## src/rtl/wb_regfile_sb_pkg.sv

```systemverilog
// wb_regfile_sb_pkg: shared register-file constants and the register address type
package wb_regfile_sb_pkg;
    localparam int REG_ADDR_W = 5;
    localparam int NUM_REGS   = 32;
    localparam int PEND_W_DEF = 2;
    typedef logic [REG_ADDR_W-1:0] reg_addr_t;
    localparam reg_addr_t X0 = '0;
endpackage

```

## src/rtl/wb_regfile_sb_if.sv

```systemverilog
// wb_regfile_sb_if: write-back, read-port and issue signals between pipeline and register file
// master = pipeline side (WB stage + decode), slave = register file / scoreboard
interface wb_regfile_sb_if #(parameter int size = 32);
    import wb_regfile_sb_pkg::*;
    reg_addr_t       RD_WB;
    logic            WE_WB;
    logic [size-1:0] Final_Result;
    reg_addr_t       RS1_addr_i;
    reg_addr_t       RS2_addr_i;
    logic [size-1:0] RS1_data_o;
    logic [size-1:0] RS2_data_o;
    logic            issue_valid_i;
    logic            issue_we_i;
    reg_addr_t       issue_rd_i;
    logic            flush_i;
    logic            RS1_busy_o;
    logic            RS2_busy_o;
    logic            stall_o;
    logic            wb_underflow_o;
    modport master (
        output RD_WB, WE_WB, Final_Result, RS1_addr_i, RS2_addr_i,
               issue_valid_i, issue_we_i, issue_rd_i, flush_i,
        input  RS1_data_o, RS2_data_o, RS1_busy_o, RS2_busy_o, stall_o, wb_underflow_o
    );
    modport slave (
        input  RD_WB, WE_WB, Final_Result, RS1_addr_i, RS2_addr_i,
               issue_valid_i, issue_we_i, issue_rd_i, flush_i,
        output RS1_data_o, RS2_data_o, RS1_busy_o, RS2_busy_o, stall_o, wb_underflow_o
    );
endinterface

```

## src/rtl/wb_regfile_sb_pending_counter.sv

```systemverilog
// sb_pending_counter: saturating up/down count of in-flight writes to one register
// Ports: clk, reset (async active-low), i_inc, i_dec, i_clr; o_is_zero, o_is_one, o_is_max flags
module sb_pending_counter import wb_regfile_sb_pkg::*; #(
    parameter int W = PEND_W_DEF
) (
    input  logic clk,
    input  logic reset,
    input  logic i_inc,
    input  logic i_dec,
    input  logic i_clr,
    output logic o_is_zero,
    output logic o_is_one,
    output logic o_is_max
);
    logic [W-1:0] r_cnt;
    assign o_is_zero = r_cnt == '0;
    assign o_is_one  = r_cnt == W'(1);
    assign o_is_max  = &r_cnt;
    // simultaneous inc and dec cancel; ends of the range never wrap
    always_ff @(posedge clk or negedge reset) begin
        if (!reset)
            r_cnt <= '0;
        else if (i_clr)
            r_cnt <= '0;
        else if (i_inc && !i_dec && !o_is_max)
            r_cnt <= r_cnt + W'(1);
        else if (i_dec && !i_inc && !o_is_zero)
            r_cnt <= r_cnt - W'(1);
    end
endmodule

```

## src/rtl/wb_regfile_sb.sv

```systemverilog
// wb_regfile_sb: 32-entry register file with WB bypass and pending-write scoreboard
// Ports: clk, reset (async active-low), bus (slave side of wb_regfile_sb_if:
// write-back, two combinational read ports, issue/flush, busy/stall/underflow status)
module wb_regfile_sb import wb_regfile_sb_pkg::*; #(
    parameter int size   = 32,
    parameter int depth  = NUM_REGS,
    parameter int PEND_W = PEND_W_DEF
) (
    input logic              clk,
    input logic              reset,
    wb_regfile_sb_if.slave   bus
);
    logic [size-1:0]  r_regs [depth];
    logic             r_underflow;
    logic [depth-1:0] w_zero, w_one, w_max;
    logic             w_wb_ok, w_issue_wr, w_rs1_busy, w_rs2_busy, w_stall;
    assign w_wb_ok    = bus.WE_WB && bus.RD_WB != X0;
    assign w_issue_wr = bus.issue_valid_i && bus.issue_we_i && bus.issue_rd_i != X0;
    // a single outstanding write that is retiring right now is covered by the bypass
    assign w_rs1_busy = bus.RS1_addr_i != X0 && !w_zero[bus.RS1_addr_i] &&
                        !(w_one[bus.RS1_addr_i] && w_wb_ok && bus.RD_WB == bus.RS1_addr_i);
    assign w_rs2_busy = bus.RS2_addr_i != X0 && !w_zero[bus.RS2_addr_i] &&
                        !(w_one[bus.RS2_addr_i] && w_wb_ok && bus.RD_WB == bus.RS2_addr_i);
    assign w_stall    = bus.issue_valid_i &&
                        (w_rs1_busy || w_rs2_busy || (w_issue_wr && w_max[bus.issue_rd_i]));
    assign bus.RS1_busy_o     = w_rs1_busy;
    assign bus.RS2_busy_o     = w_rs2_busy;
    assign bus.stall_o        = w_stall;
    assign bus.wb_underflow_o = r_underflow;
    assign bus.RS1_data_o = bus.RS1_addr_i == X0 ? '0 :
                            (w_wb_ok && bus.RD_WB == bus.RS1_addr_i) ? bus.Final_Result :
                            r_regs[bus.RS1_addr_i];
    assign bus.RS2_data_o = bus.RS2_addr_i == X0 ? '0 :
                            (w_wb_ok && bus.RD_WB == bus.RS2_addr_i) ? bus.Final_Result :
                            r_regs[bus.RS2_addr_i];
    // x0 has no counter: constant flags keep it never-busy and never-saturated
    for (genvar g = 0; g < depth; g++) begin : g_cnt
        if (g == 0) begin : g_x0
            assign w_zero[g] = 1'b1;
            assign w_one[g]  = 1'b0;
            assign w_max[g]  = 1'b0;
        end else begin : g_reg
            sb_pending_counter #(.W(PEND_W)) u_cnt (
                .clk       (clk),
                .reset     (reset),
                .i_inc     (w_issue_wr && !w_stall && !bus.flush_i && bus.issue_rd_i == reg_addr_t'(g)),
                .i_dec     (w_wb_ok && bus.RD_WB == reg_addr_t'(g)),
                .i_clr     (bus.flush_i),
                .o_is_zero (w_zero[g]),
                .o_is_one  (w_one[g]),
                .o_is_max  (w_max[g])
            );
        end
    end
    always_ff @(posedge clk or negedge reset) begin
        if (!reset) begin
            for (int i = 0; i < depth; i++)
                r_regs[i] <= '0;
        end else if (w_wb_ok) begin
            r_regs[bus.RD_WB] <= bus.Final_Result;
        end
    end
    // a flush-cycle write-back is legitimate draining, so it never flags underflow
    always_ff @(posedge clk or negedge reset) begin
        if (!reset)
            r_underflow <= 1'b0;
        else if (w_wb_ok && w_zero[bus.RD_WB] && !bus.flush_i)
            r_underflow <= 1'b1;
    end
endmodule
```

## src/flat_wrapper.sv

```systemverilog
// flat-port wrapper written by rule: the top's interface ports become plain ports
module wb_regfile_sb_flat import wb_regfile_sb_pkg::*;
#(
    parameter int size   = 32,
    parameter int depth  = NUM_REGS,
    parameter int PEND_W = PEND_W_DEF
)
  (clk, reset, bus_RD_WB, bus_WE_WB, bus_Final_Result, bus_RS1_addr_i, bus_RS2_addr_i, bus_issue_valid_i, bus_issue_we_i, bus_issue_rd_i, bus_flush_i, bus_RS1_data_o, bus_RS2_data_o, bus_RS1_busy_o, bus_RS2_busy_o, bus_stall_o, bus_wb_underflow_o);
  wb_regfile_sb_if #(.size(size)) bus_i ();
  input logic clk;
  input logic reset;
  input wire logic [$bits(bus_i.RD_WB)-1:0] bus_RD_WB;
  input wire logic [$bits(bus_i.WE_WB)-1:0] bus_WE_WB;
  input wire logic [$bits(bus_i.Final_Result)-1:0] bus_Final_Result;
  input wire logic [$bits(bus_i.RS1_addr_i)-1:0] bus_RS1_addr_i;
  input wire logic [$bits(bus_i.RS2_addr_i)-1:0] bus_RS2_addr_i;
  input wire logic [$bits(bus_i.issue_valid_i)-1:0] bus_issue_valid_i;
  input wire logic [$bits(bus_i.issue_we_i)-1:0] bus_issue_we_i;
  input wire logic [$bits(bus_i.issue_rd_i)-1:0] bus_issue_rd_i;
  input wire logic [$bits(bus_i.flush_i)-1:0] bus_flush_i;
  output wire logic [$bits(bus_i.RS1_data_o)-1:0] bus_RS1_data_o;
  output wire logic [$bits(bus_i.RS2_data_o)-1:0] bus_RS2_data_o;
  output wire logic [$bits(bus_i.RS1_busy_o)-1:0] bus_RS1_busy_o;
  output wire logic [$bits(bus_i.RS2_busy_o)-1:0] bus_RS2_busy_o;
  output wire logic [$bits(bus_i.stall_o)-1:0] bus_stall_o;
  output wire logic [$bits(bus_i.wb_underflow_o)-1:0] bus_wb_underflow_o;
  assign bus_i.RD_WB = bus_RD_WB;
  assign bus_i.WE_WB = bus_WE_WB;
  assign bus_i.Final_Result = bus_Final_Result;
  assign bus_i.RS1_addr_i = bus_RS1_addr_i;
  assign bus_i.RS2_addr_i = bus_RS2_addr_i;
  assign bus_i.issue_valid_i = bus_issue_valid_i;
  assign bus_i.issue_we_i = bus_issue_we_i;
  assign bus_i.issue_rd_i = bus_issue_rd_i;
  assign bus_i.flush_i = bus_flush_i;
  assign bus_RS1_data_o = bus_i.RS1_data_o;
  assign bus_RS2_data_o = bus_i.RS2_data_o;
  assign bus_RS1_busy_o = bus_i.RS1_busy_o;
  assign bus_RS2_busy_o = bus_i.RS2_busy_o;
  assign bus_stall_o = bus_i.stall_o;
  assign bus_wb_underflow_o = bus_i.wb_underflow_o;
  wb_regfile_sb #(.size(size), .depth(depth), .PEND_W(PEND_W)) u_core (.clk(clk), .reset(reset), .bus(bus_i));
endmodule
```

## config.mk

```make
export PLATFORM = sky130hd
export DESIGN_NAME = wb_regfile_sb_flat
export DESIGN_NICKNAME = d
export VERILOG_FILES = /design/src/rtl/wb_regfile_sb_pkg.sv /design/src/rtl/wb_regfile_sb_if.sv /design/src/rtl/wb_regfile_sb_pending_counter.sv /design/src/rtl/wb_regfile_sb.sv /design/src/flat_wrapper.sv
export SDC_FILE = /design/constraint.sdc
export NUM_CORES = 2
export LEC_CHECK = 0
export CAP_MARGIN = 20
export CORE_MARGIN = 3
export CORE_UTILIZATION = 55
export DETAILED_ROUTE_END_ITERATION = 16
export DONT_BUFFER_PORTS = 1
export PLACE_DENSITY = 0.78
export SETUP_SLACK_MARGIN = 0.4
export SLEW_MARGIN = 25
export SYNTH_ARGS = -nofsm -noshare
export SYNTH_HDL_FRONTEND = slang
export SYNTH_SLANG_ARGS = --single-unit
```

## constraint.sdc

```tcl
create_clock -name clk -period 10.4 [get_ports clk]
set_input_delay 2.08 -clock clk [delete_from_list [all_inputs] [get_ports clk]]
set_output_delay 2.08 -clock clk [all_outputs]
set_load 0.05 [all_outputs]
```

==> Word level (Yosys, flattened, before mapping) <==
Cells that the tools add are included.
{ "word_totals": {"register_bits": 1087, "input_bits": 58, "out_inout_bits": 68} }
{ "op_classes": {"addsub": 62, "n_lt_le_gt_ge": 8, "eq_ne": 95, "n_mux": 118, "bitwise_logic": 3, "reduce_logical": 437} }
{ "op_table": {"columns": ["op", "n"], "rows": [
  ["$bwmux W1024", 1],
  ["$bmux W32 S5", 2],
  ["$mux W32", 9],
  ["$logic_and A1 B1 Y1", 206],
  ["$mux W2", 93],
  ["$demux W32 S5", 1],
  ["$eq A5 B5 Y1 const B", 32],
  ["$logic_not A1 Y1", 130],
  ["$reduce_bool A3 Y1", 31],
  ["$eq A5 B4 Y1 const B", 16],
  ["$add A2 B1 Y2 const B", 31],
  ["$eq A2 B1 Y1 const B", 31],
  ["$logic_not A2 Y1", 31],
  ["$reduce_and A2 Y1", 31],
  ["$sub A2 B1 Y2 const B", 31],
  ["$eq A5 B3 Y1 const B", 8],
  ["$bmux W1 S5", 6],
  ["$lt A5 B6 Y1 const B", 4],
  ["$eq A5 B2 Y1 const B", 4],
  ["$reduce_bool A5 Y1", 4],
  ["$ge A6 B6 Y1 const B", 3],
  ["$not A5 Y6", 3],
  ["$eq A5 B1 Y1 const B", 2],
  ["$eq A5 B5 Y1", 2],
  ["4 further kinds", 11]
]} }

==> Depth between registers and ports, before layout <==
{ "logic_depth": {"word_depth": 20, "depth_mapped": 14, "mapped_depth_nobuf": 10} }

==> By module <==
Synthesis repeated with hierarchy kept, for this count alone.
{ "unflattened": {"hier_cells": 4914, "area_unflattened_um2": 62811.5} }
{ "modules_own_cells": {"columns": ["mod", "instances", "cells_per_inst", "area_each_um2", "seq_area_each_um2"], "rows": [
  ["wb_regfile_sb", 1, 4325, 57303.7, 25649.6],
  ["sb_pending_counter", 31, 19, 177.7, 50.0]
]} }

==> Least setup slack after synthesis <==
Ideal clock, no wire load.
{ "synth_timing": {"path_type": "input -> output", "start": "input bus_RS2_addr_i[1]", "end": "output bus_RS2_data_o[3]", "t_arrival_ns": 5.439, "t_required_ns": 8.320, "slack_ns": 2.881, "path_stages": 11, "path_buffers": 6, "cell_sequence": "buf_2 > clkbuf_1 > clkbuf_1 > clkbuf_1 > clkbuf_1 > clkbuf_1 > mux4_2 > mux2i_1 > o22ai_1 > a211oi_1 > nor3_1"} }
{ "synth_between": {"elab_chain_cells": 6} }
{ "synth_lines": {"columns": ["element", "line_no", "source"], "rows": [
  ["start, declared", "flat_wrapper.sv:16", "input wire logic [$bits(bus_i.RS2_addr_i)-1:0] bus_RS2_addr_i;"],
  ["$not A5 Y6 (implied by the code)", "wb_regfile_sb.sv:35", "r_regs[bus.RS2_addr_i];"],
  ["$bmux W32 S5", "wb_regfile_sb.sv:35", null],
  ["$mux W32 (implied by the code) (2 in a row)", "wb_regfile_sb.sv:35", null],
  ["$mux W32", "wb_regfile_sb.sv:34", "(w_wb_ok && bus.RD_WB == bus.RS2_addr_i) ? bus.Final_Result :"],
  ["$mux W32 *", "wb_regfile_sb.sv:33", "assign bus.RS2_data_o = bus.RS2_addr_i == X0 ? '0 :"],
  ["end, declared", "flat_wrapper.sv:22", "output wire logic [$bits(bus_i.RS2_data_o)-1:0] bus_RS2_data_o;"]
]} }
Mark *: on every way between the ends. The rest lies on a longest branch, timed or not. The select of a mux whose other input is x is not followed.

==> Worst setup path after layout <==
{ "layout_timing": {"start": "input bus_RS2_addr_i[1]", "end": "output bus_stall_o"} }
{ "layout_between": {"elab_chain_cells": 9} }
{ "layout_lines": {"columns": ["element", "line_no", "source"], "rows": [
  ["$bmux W1 S5", "wb_regfile_sb.sv:23", "!(w_one[bus.RS2_addr_i] && w_wb_ok && bus.RD_WB == bus.RS2_addr_i);"],
  ["$mux W1 (implied by the code)", "wb_regfile_sb.sv:23", null],
  ["$logic_and A1 B1 Y1 (2 in a row)", "wb_regfile_sb.sv:23", null],
  ["$logic_not A1 Y1", "wb_regfile_sb.sv:23", null],
  ["$logic_and A1 B1 Y1 *", "wb_regfile_sb.sv:22", "assign w_rs2_busy = bus.RS2_addr_i != X0 && !w_zero[bus.RS2_addr_i] &&"],
  ["$logic_or A1 B1 Y1 * (2 in a row)", "wb_regfile_sb.sv:25", "(w_rs1_busy || w_rs2_busy || (w_issue_wr && w_max[bus.issue_rd_i]));"],
  ["$logic_and A1 B1 Y1 *", "wb_regfile_sb.sv:24", "assign w_stall = bus.issue_valid_i &&"],
  ["end, declared", "flat_wrapper.sv:25", "output wire logic [$bits(bus_i.stall_o)-1:0] bus_stall_o;"]
]} }
Marked as above.

==> impl_metrics.json <==
{
  "synth.distinct_cells": 75,
  "gp_congestion": 0.928,
  "whs_ns": 0.393,
  "rows": 123,
  "cts.path.max_buffers": 3,
  "irDropWorstVdd_mv": 0.161,
  "grt_pass1_wl_mm": 290,
  "ys_ff_latch": 1087,
  "wl_mm": 194,
  "drc": 0,
  "post_cts_buffers": 0,
  "swShare": 0.275,
  "place_inst": 6026,
  "ctsHoldBuffers": 0,
  "required_ns": 8.32,
  "cts_sinks": 1087,
  "synth-main-ff-cell": "dfrtp_1",
  "grt_pass1_vias": 45182,
  "areaGrowthSynthToFinish_pct": 7.99,
  "antenna_found_initial": 0,
  "finalCriticalPeriod_ns": 7.40,
  "vias_per_cell": 7.10,
  "cts_made_buffers": 111,
  "synth_edf_count": 0,
  "switching_power_mw": 3.37,
  "layout_commonest_cell": "dfrtp_1",
  "die_y_um": 343,
  "drv_cap": 0,
  "vias": 44229,
  "clock_skew_ns": 0.0225,
  "synth_nets": 5110,
  "setup_viol": 0,
  "period_share": 0.712,
  "critPathSlowestCell": "nand2b_2",
  "slew_headroom": 0.0565,
  "ioPinCount": 126,
  "ys_seq_area_frac": 0.435,
  "drtIter0Drc": 5625,
  "finalWorstSetupSlack_ns": 3.00,
  "nets": 4791,
  "status": "completed",
  "cts_tree": "yes",
  "synthTopCellsByArea": "dfrtp_1, mux4_2, mux2_2",
  "fp.dieArea_um2": 118000,
  "port_buffers": 0,
  "first_pass_iters": 6,
  "clkPwrFrac": 0.348,
  "p_leak_nw": 29.5,
  "hp-class": "flip-flop to flip-flop",
  "r2r_start": "u_core.g_cnt[1].g_reg.u_cnt.r_cnt[0]$_DFFE_PN0P_",
  "htreeDepth": 3,
  "hold_viol_final": 0,
  "core_area_um2": 113000,
  "rsz0062_at_grt": "no",
  "critPathCapture": "bus_stall_o",
  "cts_resized": 0,
  "finalSetupTns_ns": 0,
  "n_antenna_cell": 0,
  "netlist_instances": 4959,
  "syn_area_um2": 62600,
  "grt_max_degree": 321,
  "p_comb_frac": 0.200,
  "syn_area_per_cell_um2": 12.6,
  "worstPathMaxFanout": 234,
  "startpoint_type": "input port",
  "powerDensity_nw_per_um2": 181,
  "worstSetupPathType": "input port to output port",
  "crit_chain": "nand2b_2 -> o22ai_1 -> o31ai_1 -> a221oi_2 -> a211oi_2 -> a21boi_1",
  "slew_violations": 0,
  "grt_overflow": 0,
  "die_w_um": 343,
  "async_reset_ff_frac": 1.00,
  "pre_cts_ws_ns": 3.10,
  "clkTransAtPathRegs_ns": 0.06,
  "crit_start": "bus_RS2_addr_i[1]",
  "synth.top_cell.area_share": 0.435,
  "r2r_slack_ns": 6.30,
  "mostFrequentLayoutCells": "dfrtp_1, nand2_1, mux2_2, mux4_2, mux2i_1",
  "ys_warn_count": 0,
  "ant_nets": 0,
  "power.internal_mw": 8.89,
  "cp-end-kind": "output port",
  "instances_no_fill": 6230,
  "p_seq_frac": 0.452,
  "worstRegToRegCells": 10,
  "drive_above_1_share": 0.366,
  "initial_utilization": 0.555,
  "critical-path-max-stage-delay_ns": 1.03,
  "arrival_ns": 5.32,
  "fmax_ghz": 0.135,
  "grtUsageTotal": 0.330,
  "max_slew.worst_pin.slew_ns": 1.42,
  "dpl.hpwl_mm": 101,
  "cts_root_buf": "clkbuf_16",
  "synth_top_cell_by_area": "dfrtp_1",
  "wl_per_cell_um": 31.2,
  "timing.rr.end": "u_core.g_cnt[18].g_reg.u_cnt.r_cnt[0]$_DFFE_PN0P_",
  "power_mw": 12.3,
  "clk_latency_ns": 0.71
}
-- how the worst min path moves through the flow --
stage | from | endpoint | slack [ns] | depth (start not counted)
after floorplan | u_core.r_regs[1000]$_DFFE_PN0P_ | u_core.r_regs[1000]$_DFFE_PN0P_ | 0.44 | 1
after global placement | u_core.r_regs[1003]$_DFFE_PN0P_ | u_core.r_regs[1003]$_DFFE_PN0P_ | 0.38 | 0
after detailed placement | u_core.r_regs[1019]$_DFFE_PN0P_ | u_core.r_regs[1019]$_DFFE_PN0P_ | 0.38 | 0
after CTS | u_core.r_regs[1006]$_DFFE_PN0P_ | u_core.r_regs[1006]$_DFFE_PN0P_ | 0.40 | 0
after global routing | u_core.r_regs[1023]$_DFFE_PN0P_ | u_core.r_regs[1023]$_DFFE_PN0P_ | 0.41 | 0
final | u_core.r_regs[1023]$_DFFE_PN0P_ | u_core.r_regs[1023]$_DFFE_PN0P_ | 0.39 | 0
-- layer usage --
metal | up-vias | part of all wire | GRT usage
li1 | 17663 | - | -
met1 | 22898 | 0.35 | 0.414
met2 | 2863 | 0.46 | 0.509
met3 | 805 | 0.11 | 0.0868
met4 | 0 | 0.077 | 0.218
met5 | - | 0 | 0
-- power groups by stage --
stage / combinational (mW) / clock (mW) / sequential, mW
5_1_grt: 2.61 / 4.45 / 5.62
3_5_place_dp: 2.42 / 0 / 5.57
4_1_cts: 2.44 / 4.29 / 5.51
2_1_floorplan: 2.09 / 0 / 5.39
6_report: 2.45 / 4.26 / 5.54
3_3_place_gp: 2.24 / 0 / 5.50
-- cells by family after synthesis --
group,Yosys count,share of synthesized area
AO/OA/AOI/OAI,391,0.0428
XOR/XNOR,10,0.00140
adder cells (fa/ha/maj),93,0.0186
buffers and inverters,570,0.0364
flip-flops,1087,0.435
multiplexers,1561,0.383
AND/OR/NAND/NOR,1247,0.0830
-- layout make-up --
type	instances	area [um^2]
inverters	75	284
multi-input cells	3302	33700
repair buffers	63	653
clock inverters	54	723
clock buffers	149	3130
flip-flops and latches	1087	27200
well taps	1500	1880
fillers	8350	45100
-- per-stage QoR --
step	utilization	area [um^2]
2_1_floorplan	-	62600
5_1_grt	0.600	67600
3_5_place_dp	0.565	63600
6_report	0.600	67600
3_3_place_gp	0.563	63400
4_1_cts	0.599	67500
-- flip-flops by register name, indices dropped and copies added (netlist names) --
signal and cells:
u_core.r_regs 1024, u_core.g_cnt.g_reg.u_cnt.r_cnt 62, u_core.bus.wb_underflow_o 1
-- Yosys cell counts (58+ instances only) --
cell type / number
a211oi_1: 82
a21oi_1: 82
buf_2: 58
clkbuf_1: 384
dfrtp_1: 1087
ha_1: 93
inv_1: 73
mux2_2: 775
mux2i_1: 195
mux4_2: 587
nand2_1: 862
nor2_1: 171
o21ai_0: 59
-- worst max-delay path: cells and delay by family --
kind	cells	cell delay (ns)
compound gates	5	1.84
simple gates	1	1.03
No activity file was read; power rests on OpenSTA's default activity.
